File: config.mk
export PLATFORM = sky130hd
export DESIGN_NAME = arm_word_writer
export DESIGN_NICKNAME = d
export VERILOG_FILES = /design/src/rtl/arm_word_writer.sv
export SDC_FILE = /design/constraint.sdc
export NUM_CORES = 1
export LEC_CHECK = 0
export CORE_ASPECT_RATIO = 1.5
export CORE_MARGIN = 3
export CORE_UTILIZATION = 50
export CTS_BUF_LIST = sky130_fd_sc_hd__clkbuf_2
export CTS_CLUSTER_SIZE = 16
export DETAILED_ROUTE_END_ITERATION = 16
export PLACE_DENSITY = 0.78
export SYNTH_ARGS = -nofsm -noshare
export SYNTH_HDL_FRONTEND = slang
export SYNTH_SLANG_ARGS = --single-unit
File: constraint.sdc
create_clock -name clk -period 3.8 [get_ports clk]
set_input_delay 0.95 -clock clk [delete_from_list [all_inputs] [get_ports clk]]
set_output_delay 0.95 -clock clk [all_outputs]
set_load 0.05 [all_outputs]
File: src/rtl/arm_word_writer.sv
// arm_word_writer: buffers 32-bit ARM instruction words in a small FIFO and
// writes each one little-endian as four byte writes to the output RAM, at
// consecutive byte addresses. It counts finished words and reports done once
// a flush has drained the buffer. It reports overflow when the last address
// of the RAM has been written.
module arm_word_writer #(
    parameter int DEPTH     = 4,
    parameter int ADDR_W    = 8,
    parameter int BASE_ADDR = 0
) (
    input  logic              clk,
    input  logic              reset,
    input  logic              start,
    input  logic [31:0]       data,
    output logic              ready,
    input  logic              flush,
    input  logic              oram_busy,
    output logic              oram_we,
    output logic [ADDR_W-1:0] oram_addr,
    output logic [7:0]        oram_data,
    output logic [15:0]       word_count,
    output logic              done,
    output logic              overflow
);

    localparam int PTR_W = (DEPTH > 1) ? $clog2(DEPTH) : 1;
    localparam int CNT_W = PTR_W + 1;
    localparam logic [ADDR_W-1:0] BASE       = ADDR_W'(BASE_ADDR);
    localparam logic [CNT_W-1:0]  FULL_COUNT = CNT_W'(DEPTH);

    typedef enum logic [2:0] {
        S_IDLE,
        S_BYTE0,
        S_BYTE1,
        S_BYTE2,
        S_BYTE3,
        S_DONE
    } state_t;

    state_t            state_q, state_d;
    logic [31:0]       mem_q [DEPTH];
    logic [PTR_W-1:0]  wrPtr_q, wrPtr_d;
    logic [PTR_W-1:0]  rdPtr_q, rdPtr_d;
    logic [CNT_W-1:0]  count_q, count_d;
    logic [31:0]       word_q, word_d;
    logic [ADDR_W-1:0] addr_q, addr_d;
    logic [15:0]       wordCount_q, wordCount_d;
    logic              done_q, done_d;
    logic              overflow_q, overflow_d;
    logic              flush_q, flush_d;
    logic              we_q, we_d;
    logic [7:0]        data_q, data_d;

    logic              notEmpty;
    logic              push;
    logic              pop;
    logic              bypass;
    logic              fifoClear;
    logic              memWrite;
    logic              lastAddr;
    logic [31:0]       headWord;

    assign notEmpty = (count_q != '0);
    assign ready    = (count_q != FULL_COUNT) && !done_q && !overflow_q;
    assign push     = start && ready;
    assign lastAddr = (addr_q == {ADDR_W{1'b1}});
    assign headWord = mem_q[rdPtr_q];

    // Next-state logic for the serializer, FIFO pointers and registered outputs.
    // An idle serializer with an empty FIFO takes an incoming word straight into
    // the shift register, so the first strobe follows the accepting edge directly.
    always_comb begin
        state_d     = state_q;
        word_d      = word_q;
        addr_d      = addr_q;
        wordCount_d = wordCount_q;
        overflow_d  = overflow_q;
        flush_d     = flush_q | flush;
        pop         = 1'b0;
        bypass      = 1'b0;
        fifoClear   = 1'b0;
        case (state_q)
            S_IDLE: begin
                if (notEmpty) begin
                    pop     = 1'b1;
                    word_d  = headWord;
                    state_d = S_BYTE0;
                end else if (push) begin
                    bypass  = 1'b1;
                    word_d  = data;
                    state_d = S_BYTE0;
                end else if (flush_q) begin
                    state_d = S_DONE;
                end
            end
            S_BYTE0, S_BYTE1, S_BYTE2, S_BYTE3: begin
                if (!oram_busy) begin
                    addr_d = addr_q + ADDR_W'(1);
                    case (state_q)
                        S_BYTE0: state_d = S_BYTE1;
                        S_BYTE1: state_d = S_BYTE2;
                        S_BYTE2: state_d = S_BYTE3;
                        default: begin
                            if (wordCount_q != 16'hFFFF) begin
                                wordCount_d = wordCount_q + 16'd1;
                            end
                            if (notEmpty) begin
                                pop     = 1'b1;
                                word_d  = headWord;
                                state_d = S_BYTE0;
                            end else if (flush_q) begin
                                state_d = S_DONE;
                            end else begin
                                state_d = S_IDLE;
                            end
                        end
                    endcase
                    if (lastAddr) begin
                        addr_d     = addr_q;
                        overflow_d = 1'b1;
                        fifoClear  = 1'b1;
                        pop        = 1'b0;
                        word_d     = word_q;
                        state_d    = S_DONE;
                    end
                end
            end
            default: begin
            end
        endcase

        we_d   = (state_d inside {S_BYTE0, S_BYTE1, S_BYTE2, S_BYTE3});
        done_d = (state_d == S_DONE) && !overflow_d;
        case (state_d)
            S_BYTE0: data_d = word_d[7:0];
            S_BYTE1: data_d = word_d[15:8];
            S_BYTE2: data_d = word_d[23:16];
            S_BYTE3: data_d = word_d[31:24];
            default: data_d = 8'h00;
        endcase

        memWrite = push && !bypass && !fifoClear;
        if (fifoClear) begin
            wrPtr_d = '0;
            rdPtr_d = '0;
            count_d = '0;
        end else begin
            wrPtr_d = memWrite ? wrPtr_q + PTR_W'(1) : wrPtr_q;
            rdPtr_d = pop ? rdPtr_q + PTR_W'(1) : rdPtr_q;
            count_d = count_q + CNT_W'(memWrite) - CNT_W'(pop);
        end
    end

    // State register for the whole block; reset abandons any partial word.
    always_ff @(posedge clk) begin
        if (reset) begin
            state_q     <= S_IDLE;
            wrPtr_q     <= '0;
            rdPtr_q     <= '0;
            count_q     <= '0;
            word_q      <= '0;
            addr_q      <= BASE;
            wordCount_q <= '0;
            done_q      <= 1'b0;
            overflow_q  <= 1'b0;
            flush_q     <= 1'b0;
            we_q        <= 1'b0;
            data_q      <= 8'h00;
        end else begin
            state_q     <= state_d;
            wrPtr_q     <= wrPtr_d;
            rdPtr_q     <= rdPtr_d;
            count_q     <= count_d;
            word_q      <= word_d;
            addr_q      <= addr_d;
            wordCount_q <= wordCount_d;
            done_q      <= done_d;
            overflow_q  <= overflow_d;
            flush_q     <= flush_d;
            we_q        <= we_d;
            data_q      <= data_d;
        end
    end

    // FIFO storage; contents are only meaningful below the occupancy count.
    always_ff @(posedge clk) begin
        if (memWrite) begin
            mem_q[wrPtr_q] <= data;
        end
    end

    assign oram_we    = we_q;
    assign oram_addr  = addr_q;
    assign oram_data  = data_q;
    assign word_count = wordCount_q;
    assign done       = done_q;
    assign overflow   = overflow_q;

endmodule

==> qor.txt <==
DRT iter0 DRCs -> 554
Tmin final -> 3.46 ns
Num CTS Buffers -> 47
Main combinational cell family by area after synthesis -> simple AND/OR/NAND/NOR gates
GRT overflow -> 0
Routed WL -> 19500 um
Post-CTS Resized -> 0
Post-Synth Adder-Cell Area -> 1.40%
Yosys top cell area share -> 44.8%
Kind of critical path -> flip-flop to output pin
Slew @ Worst Pin -> 1.21 ns
Post-Syn Area -> 8570 um^2
Final hold vios -> 0
# DRC -> 0
Peak supply drop -> 0.503 mV
Static leakage -> 3.49 nW
Post-synth EDFFs -> 128
Mapped Nets -> 682
Clock Skew -> 0.0439 ns
# placed instances -> 901
Vias in the first global route -> 6061
I/O pin count -> 73
P_sw -> 2.72 mW
Total Power -> 7.27 mW
Final net count -> 786
Gr usage total -> 20.7%
Post-route insts no fill -> 989
H-Tree Depth -> 2
Crit share post-route -> 91.1%
Outcome -> complete, no violations
Pin count of the biggest net entering global routing -> 47
Post-DP HPWL -> 12800 um
Share of total power in the clock network -> 18.6%
DIE AREA -> 18800 um^2
# clock sinks -> 208
Comb pwr share -> 38.5%
Via count -> 5841
CTS tree -> yes
Cts hold-fix bufs -> 0
Crit end category -> output pin
Synth area leader -> edfxtp_1
MaxCap Viol Count -> 0
Reg power frac -> 42.9%
P&R area growth vs syn -> 16.4%
Final Util -> 59.5%
Setup TNS -> 0 ns
Int Pwr -> 4.55 mW
Final setup violation count -> 0
Hold crit path type -> flip-flop to flip-flop
Slew Viols, Final -> 0
Gp weighted congestion -> 0.931
Dominant synthesized flop cell -> edfxtp_1
Clock transition at the registers of the reported paths -> 0.11 ns
First drt pass iteration count -> 5
Reg2reg setup slack -> 1.08 ns
Switching fraction of total power -> 37.4%
Post-CTS setup buffers -> 0
Via/cell ratio -> 5.91
Multiplexer share of the synthesized area -> 8.76%
# fillers -> 1306
Max FO, Critical Path -> 5
Clock Tree Root -> clkbuf_2
Rows -> 58
Global-route wire length before repair -> 31100 um
Synth cell types -> 49
Wire per inst -> 19.7 um
Core area -> 16800 um^2
Worst Setup Start Kind -> flip-flop
# port buffers -> 72
Initial antenna violation count -> 1
Ys async rst share -> 0%
CTS Buffer Depth -> 3
Synthesized instance count -> 636
Final antenna-violating net count -> 0
Layout cells sized above 1 -> 18.0%
Worst Path Required -> 2.85 ns
Ranking of synthesized cells by area -> edfxtp_1, dfxtp_1, mux4_2, nor2_1, nor3_1
Initial core utilization -> 51.1%
Worst-skew pair later-pin latency -> 0.73 ns
Seq/Total Area, Yosys -> 63.5%
RSZ-0062 raised after global routing -> no
WP data arrival -> 2.51 ns
Pwr Density -> 729 nW/um^2
Relative slew margins -> 18.7%
Die Height -> 166 um
Synth warn -> 0
Die X -> 113 um
Fmax -> 289 MHz
Xor/xnor cell area share of the yosys netlist -> 2.64%
Post-Synth Simple-Gate Area -> 12.6%
Compound-Gate Fraction of Synth Area -> 8.44%
Yosys reg bits -> 208
Syn avg cell area -> 13.5 um^2
[final cells by class]
cell class	instances	area, um^2	area share [%]
Multi-Input combinational cell	370	2900	29.0
Antenna cell	1	2.50	0.0251
Clock inverter	9	33.8	0.339
Timing Repair Buffer	89	856	8.58
Sequential cell	208	5450	54.6
Inverter	24	90.1	0.903
Clock buffer	78	390	3.91
Tap cell	210	263	2.63
[logic make-up after synthesis]
kind of cell               Yosys count
DFF                                208
buffers and inverters               58
xor gates and xnor gates            25
muxes                               35
adders and majority gates            9
AOI/OAI and AO/OA                   91
and+or+nand+nor                    210
[worst max-delay path, stage by stage, from the launching register on]
cell and delay (ns):
dfxtp_1 0.44, or3b_4 0.21, nor3b_1 0.27, clkdlybuf4s50_1 0.86
[metal layers]
layer	GRT usage [%]	part of all wire [%]	up-vias
li1	-	-	2678
met1	23.9	38	2862
met2	36.8	53	253
met3	4.08	6.3	48
met4	8.79	3.1	0
met5	0	0	-
[cell usage in the layout (no fill, tap or decap), drive strengths merged, types with 2 or more instances in the layout]
cell | synthesis | layout
o21ai | 5 | 5
nand3 | 10 | 10
nand4 | 9 | 9
dfxtp | 80 | 80
xor2 | 10 | 10
mux4 | 32 | 32
clkinv | 0 | 9
nor3 | 44 | 44
clkbuf | 24 | 78
and3 | 5 | 5
a21boi | 3 | 3
or3 | 5 | 5
nor3b | 3 | 3
nor4 | 18 | 18
buf | 10 | 18
mux2i | 3 | 3
a21oi | 28 | 28
and2 | 7 | 7
xnor2 | 15 | 15
nand2 | 14 | 14
a211oi | 11 | 11
nor2 | 72 | 72
nor2b | 17 | 17
a32oi | 16 | 16
edfxtp | 128 | 128
ha | 8 | 8
a221o | 17 | 17
and4 | 5 | 5
o21a | 2 | 2
inv | 24 | 24
clkdlybuf4s50 | 0 | 71
[cell usage after synthesis (16+ instances only)]
cell and instances:
nor2_1 71, a32oi_1 16, dfxtp_1 80, inv_1 24
mux4_2 32, a21oi_1 28, edfxtp_1 128, a221o_1 17
nor2b_1 17, nor3_1 42, clkbuf_1 24, nor4_1 18
[stage by stage]
step           setup slack, ns  instance area [um^2]  hold WS, ns
6_report                 0.339                  9980        0.526
5_1_grt                  0.200                  9980        0.557
3_5_place_dp             0.250                  9550        0.515
2_1_floorplan            0.496                  8570        0.485
4_1_cts                  0.296                  9980        0.531
3_3_place_gp             0.455                  9550        0.505
[state kept, by name, summed over array words and instances, names as in the netlist, 2 cells and up, named ones only]
signal	count
oram_addr	8
count_q	3
rdPtr_q	2
oram_data	8
word_q	32
mem_q	128
wrPtr_q	2
word_count	16
state_q	3
[path summary, 6_finish.rpt]
check | cells past startpoint | endpoint | start
min | 2 | oram_addr[7] | oram_addr[7]
max | 3 | ready | count_q[1]
max reg2reg | 7 | oram_data[4] | oram_addr[0]
min reg2reg | 2 | oram_addr[7] | oram_addr[7]
[power groups by stage]
| stage | sequential [mW] | combinational, mW | clock, mW |
|---|---|---|---|
| after floorplan | 3.24 | 1.83 | 0 |
| after global placement | 3.14 | 2.71 | 0 |
| after detailed placement | 3.17 | 2.79 | 0 |
| after CTS | 3.12 | 2.80 | 1.39 |
| after global routing | 3.16 | 2.99 | 1.51 |
| final | 3.12 | 2.80 | 1.35 |
(Power assumes the default switching activity.)
